<file path="src/rtl/code_entry_ctrl.sv">
// code_entry_ctrl: press-driven combination-lock sequencer driving six active-low HEX displays.
// Define CODE_LOCKOUT_EN to build the timed lockout after MAX_FAIL consecutive failures.
module code_entry_ctrl #(
  parameter logic [23:0] CODE           = 24'h281996,
  parameter int          MAX_FAIL       = 3,
  parameter int          LOCKOUT_CYCLES = 50_000_000
) (
  input  logic       clock,
  input  logic       reset,
  input  logic [3:0] A,
  input  logic [3:0] B,
  input  logic       enter,
  input  logic       clear,
  output logic [6:0] H1,
  output logic [6:0] H2,
  output logic [6:0] H3,
  output logic [6:0] H4,
  output logic [6:0] H5,
  output logic [6:0] H6,
  output logic       unlocked,
  output logic       lockout,
  output logic [1:0] fail_count
);

  if (MAX_FAIL < 1 || MAX_FAIL > 3 || LOCKOUT_CYCLES < 2) begin : g_bad_params
    $error("code_entry_ctrl: parameter out of range");
  end

  localparam logic [1:0] MAX_Q = 2'(MAX_FAIL);

  typedef enum logic [2:0] {
    ENTRY0,
    ENTRY1,
    ENTRY2,
    CHECK,
    PASS,
    FAIL
`ifdef CODE_LOCKOUT_EN
    , LOCKOUT
`endif
  } state_t;

  state_t          state_q, state_d;
  logic [2:0][7:0] slot_q, slot_d;
  logic [2:0]      valid_q, valid_d;
  logic            enter_q, enter_d;
  logic [1:0]      fail_q, fail_d, fail_inc;
  logic            unlocked_q, unlocked_d;
  logic            enter_rise;

`ifdef CODE_LOCKOUT_EN
  localparam int TW = $clog2(LOCKOUT_CYCLES + 1);
  logic [TW-1:0] timer_q, timer_d;
  logic          lockout_q, lockout_d;
`endif

  assign enter_d    = enter;
  assign enter_rise = enter & ~enter_q;

  always_comb begin
    state_d  = state_q;
    slot_d   = slot_q;
    valid_d  = valid_q;
    fail_d   = fail_q;
    fail_inc = (fail_q >= MAX_Q) ? MAX_Q : fail_q + 2'd1;
`ifdef CODE_LOCKOUT_EN
    timer_d  = timer_q;
`endif
    case (state_q)
      ENTRY0: begin
        if (clear) begin
          state_d = ENTRY0;
        end else if (enter_rise) begin
          slot_d[0]  = {A, B};
          valid_d[0] = 1'b1;
          state_d    = ENTRY1;
        end
      end
      ENTRY1: begin
        if (clear) begin
          state_d = ENTRY0;
        end else if (enter_rise) begin
          slot_d[1]  = {A, B};
          valid_d[1] = 1'b1;
          state_d    = ENTRY2;
        end
      end
      ENTRY2: begin
        if (clear) begin
          state_d = ENTRY0;
        end else if (enter_rise) begin
          slot_d[2]  = {A, B};
          valid_d[2] = 1'b1;
          state_d    = CHECK;
        end
      end
      CHECK: begin
        if ({slot_q[0], slot_q[1], slot_q[2]} == CODE) begin
          state_d = PASS;
          fail_d  = '0;
        end else begin
          fail_d  = fail_inc;
          state_d = FAIL;
`ifdef CODE_LOCKOUT_EN
          if (fail_inc == MAX_Q) begin
            state_d = LOCKOUT;
            timer_d = TW'(LOCKOUT_CYCLES - 1);
          end
`endif
        end
      end
      PASS: begin
        if (clear) state_d = ENTRY0;
      end
      FAIL: begin
        if (clear || enter_rise) state_d = ENTRY0;
      end
`ifdef CODE_LOCKOUT_EN
      LOCKOUT: begin
        if (timer_q == '0) begin
          state_d = ENTRY0;
          fail_d  = '0;
        end else begin
          timer_d = timer_q - TW'(1);
        end
      end
`endif
      default: state_d = ENTRY0;
    endcase
    // ENTRY0 always holds an empty entry, so clearing here covers every way in.
    if (state_d == ENTRY0) valid_d = '0;
  end

  assign unlocked_d = (state_d == PASS);
`ifdef CODE_LOCKOUT_EN
  assign lockout_d  = (state_d == LOCKOUT);
`endif

  always_ff @(posedge clock or posedge reset) begin
    if (reset) begin
      state_q    <= ENTRY0;
      slot_q     <= '0;
      valid_q    <= '0;
      enter_q    <= 1'b1;
      fail_q     <= '0;
      unlocked_q <= 1'b0;
`ifdef CODE_LOCKOUT_EN
      timer_q    <= '0;
      lockout_q  <= 1'b0;
`endif
    end else begin
      state_q    <= state_d;
      slot_q     <= slot_d;
      valid_q    <= valid_d;
      enter_q    <= enter_d;
      fail_q     <= fail_d;
      unlocked_q <= unlocked_d;
`ifdef CODE_LOCKOUT_EN
      timer_q    <= timer_d;
      lockout_q  <= lockout_d;
`endif
    end
  end

  assign unlocked   = unlocked_q;
  assign fail_count = fail_q;
`ifdef CODE_LOCKOUT_EN
  assign lockout    = lockout_q;
`else
  assign lockout    = 1'b0;
`endif

  function automatic logic [6:0] hex_font(input logic [3:0] d);
    logic [6:0] f;
    case (d)
      4'h0: f = 7'h3F;  4'h1: f = 7'h06;  4'h2: f = 7'h5B;  4'h3: f = 7'h4F;
      4'h4: f = 7'h66;  4'h5: f = 7'h6D;  4'h6: f = 7'h7D;  4'h7: f = 7'h07;
      4'h8: f = 7'h7F;  4'h9: f = 7'h67;  4'hA: f = 7'h77;  4'hB: f = 7'h7C;
      4'hC: f = 7'h39;  4'hD: f = 7'h5E;  4'hE: f = 7'h79;  default: f = 7'h71;
    endcase
    return f;
  endfunction

  // Active-high segment pattern; result states override the captured digits.
  function automatic logic [6:0] seg_on(input state_t st, input logic vld, input logic [3:0] nib);
    logic [6:0] seg;
    case (st)
      PASS:    seg = 7'h06;
      FAIL:    seg = 7'h40;
`ifdef CODE_LOCKOUT_EN
      LOCKOUT: seg = 7'h40;
`endif
      default: seg = vld ? hex_font(nib) : 7'h00;
    endcase
    return seg;
  endfunction

  logic [5:0][6:0] hex_n;

  for (genvar gi = 0; gi < 6; gi++) begin : g_digit
    localparam int SLOT = gi / 2;
    logic [3:0] nib;
    assign nib       = (gi % 2 == 0) ? slot_q[SLOT][7:4] : slot_q[SLOT][3:0];
    assign hex_n[gi] = ~seg_on(state_q, valid_q[SLOT], nib);
  end

  assign H1 = hex_n[0];
  assign H2 = hex_n[1];
  assign H3 = hex_n[2];
  assign H4 = hex_n[3];
  assign H5 = hex_n[4];
  assign H6 = hex_n[5];

endmodule

</file>
<file path="config.mk">
export PLATFORM = sky130hd
export DESIGN_NAME = code_entry_ctrl
export DESIGN_NICKNAME = d
export VERILOG_FILES = /design/src/rtl/code_entry_ctrl.sv
export SDC_FILE = /design/constraint.sdc
export NUM_CORES = 1
export LEC_CHECK = 0
export BUFFER_PORTS_ARGS = -buffer_cell sky130_fd_sc_hd__buf_2
export CELL_PAD_IN_SITES_DETAIL_PLACEMENT = 2
export CELL_PAD_IN_SITES_GLOBAL_PLACEMENT = 2
export CORE_MARGIN = 8
export CORE_UTILIZATION = 36
export DETAILED_ROUTE_END_ITERATION = 6
export PLACE_DENSITY = 0.85
export SKIP_LAST_GASP = 1
export SYNTH_ARGS = -nofsm -noshare
export SYNTH_HDL_FRONTEND = slang
export SYNTH_SLANG_ARGS = --single-unit
</file>
<file path="constraint.sdc">
create_clock -name clock -period 2.45 [get_ports clock]
set_clock_uncertainty 0.15 [all_clocks]
set_input_delay 0.245 -clock clock [delete_from_list [all_inputs] [get_ports clock]]
set_output_delay 0.245 -clock clock [all_outputs]
set_load 0.03 [all_outputs]
</file>
==> metrics <==
run status=finished, final reports clean; CP required=2.06 ns; Worst slew margin=64.3%; post-route ant nets=0; core area=0.00855 mm^2; clk slew on worst S/H paths=0.08 ns; Syn Area/Cell=8.48 um^2; simple-gate area share of the yosys netlist=23.6%; initial antenna violation count=0; Pins Over Slew Limit=0; VDD IR max=381 uV; Ys Warns=0; number of buffers created by CTS=5; crit path max fanout=6; worst slew pin tran=0.535 ns; syn_nets=414; gr ovfl total=0; Starting Density=36.4%; nets=463; Seq cells post-synth=34; largest cells by area after synthesis=dfrtp_1 (27%), ha_1 (14%), mux2_2 (8.7%), nor2b_1 (5.0%), nand2_1 (4.6%); num ports=58; Max-cap violations=0; vias post-DR=2931; total track usage=18.7%; Fillers=994; largest net degree at the start of global routing=35; synthesis-to-finish area growth=15.3%; RSZ-0062 raised after global routing=yes; layout cells sized above 1=27.1%; DR iter-0 viols=100; 1st-pass router iterations=4; Syn Inst Count=367; clock tree from TritonCTS=built; input/output buffers=56; Startpoint Class=flip-flop; Routed WL=11.1 mm; Die ar.=0.0119 mm^2; clock sinks=34; Post-Synth Adder-Cell Area=14.1%; depth of the CTS H-tree=2; asr flop ratio synth=100%; clk_lat worst skew=0.30 ns; clock tree buffer depth=2; utilization after layout=42.0%; CP endpoint kind=primary output; Pwr Total=2.34 mW; library cells used by synthesis=44; Hold Crit Class=input pin to flip-flop; Synth top area share=26.5%; CP Class=flip-flop to primary output; Final period util=94.9%; number of synthesized flops with an enable pin=0; Synth Area in Compound Gates=18.5%; commonest non-fill, non-tap cell in the layout=buf_2; Die Height=109 um; most frequent cells in the layout=buf_2 (56), nand2_1 (38), ha_1 (35); register area share after synthesis=27.4%; Synth area leader=dfrtp_1; row cnt=34; Ant. Diodes=0; Post-Synth XOR/XNOR Area=0%; vias in the first global route=3198; Final HPWL DP=7.79 mm; Root Driver=clkbuf_8; critical path arrival=1.93 ns; largest family of logic cells by synthesized area=simple AND/OR/NAND/NOR gates; DRC Markers=0; average wire per standard cell=21.1 um; routed vias/inst=5.58; die width=109 um; pwr/cell area=652 mW/mm^2; main flop type after synthesis=dfrtp_1; synthesized area=0.00311 mm^2; P_leak=1.56 nW; Tmin final=2.33 ns; final setup vio count=0; Fmax achieved=430 MHz; global-route wire length before repair=17.5 mm; mux share of post-synthesis cell area=10.8%; global placement routability congestion=0.823; Hold Vio Cnt, Final=0
-- kinds of logic after synthesis --
kind of cell / count (synthesis)
adders and majority gates: 35
buffers and inverters: 39
and+or+nand+nor: 139
DFF: 34
other: 1
AOI/OAI and AO/OA: 89
muxes: 30
-- through the flow --
step                      hold WS (ns)  instances  setup slack, ns  area, um^2  setup TNS, ns
after floorplan                 0.0995        367           0.0511        3110              0
after global placement           0.203        515            0.387        3460              0
after detailed placement         0.238        515            0.255        3460              0
after CTS                       0.0945        525           0.0339        3580              0
after global routing            0.0982        525          -0.0181        3590        -0.0245
final                           0.0957        525            0.125        3590              0
-- sequential cells by signal, indices dropped and copies added (netlist names) --
name / cells
enter_q: 1
fail_count: 2
g_digit.nib: 24
state_q: 3
unlocked: 1
valid_q: 3
-- final timing paths --
path | slack, ns | to | from | cells past startpoint
max | 0.12 | H3[1] | g_digit[2].nib[1] | 7
min | 0.1 | g_digit[2].nib[3] | A[3] | 2
max reg2reg | 0.34 | fail_count[0] | g_digit[0].nib[0] | 6
min reg2reg | 0.41 | fail_count[1] | fail_count[1] | 2
max in group asynchronous | 1.32 | g_digit[3].nib[1] | reset | 4
min in group asynchronous | 0.48 | state_q[2] | reset | 4
-- Yosys cell counts, drive strengths merged (2+ instances only) --
cell / n
o211ai: 16
nand2b: 10
o21a: 3
inv: 19
nand4: 3
nor3: 7
mux2i: 4
o21ai: 15
clkbuf: 9
nand3b: 2
nor2b: 25
a21oi: 24
a21o: 3
mux2: 26
nand2: 41
o311ai: 13
a211oi: 2
and2: 6
a31oi: 10
dfrtp: 33
buf: 11
nand3: 13
nor2: 25
ha: 35
-- timing repair --
action	4_1_cts	5_1_grt
pin swaps	0	0
endpoints found under the setup margin	17	15
resized for setup	3	9
buffers inserted	0	0
hold buffers	2	0
endpoints found under the hold margin	34	0
-- final cells by class --
| cell class | instances | area (um^2) | share of cell area, % |
|---|---|---|---|
| Multi-Input combinational cell | 294 | 2090 | 58.4 |
| Clock inverter | 2 | 12.5 | 0.349 |
| Timing Repair Buffer | 62 | 330 | 9.21 |
| Tap cell | 108 | 135 | 3.77 |
| Inverter | 19 | 71.3 | 1.99 |
| Sequential cell | 34 | 862 | 24.0 |
| Clock buffer | 6 | 82.6 | 2.30 |
-- metal layers --
layer  vias up  part of all wire, %  global-route usage, %
met5         -                    0                      0
met1      1476                   43                   22.7
met3        18                  3.9                   3.31
li1       1390                    -                      -
met4         0                  1.5                   4.40
met2        47                   51                   33.3
-- power by group --
group | leakage, nW | total (mW) | internal, mW | switching [mW]
clock network | 0.0472 | 0.450 | 0.226 | 0.224
registers | 0.428 | 0.928 | 0.657 | 0.271
logic | 1.09 | 0.960 | 0.403 | 0.558
total | 1.56 | 2.34 | 1.29 | 1.05
-- critical path, cell delays in order, from the launching register on --
cell and delay, ns:
dfrtp_1 0.45, inv_1 0.16, ha_1 0.34, nand2_1 0.07, nor2_1 0.13, a21oi_1 0.06, a21oi_1 0.19, buf_2 0.23
Power figures use the tool's default switching activity.
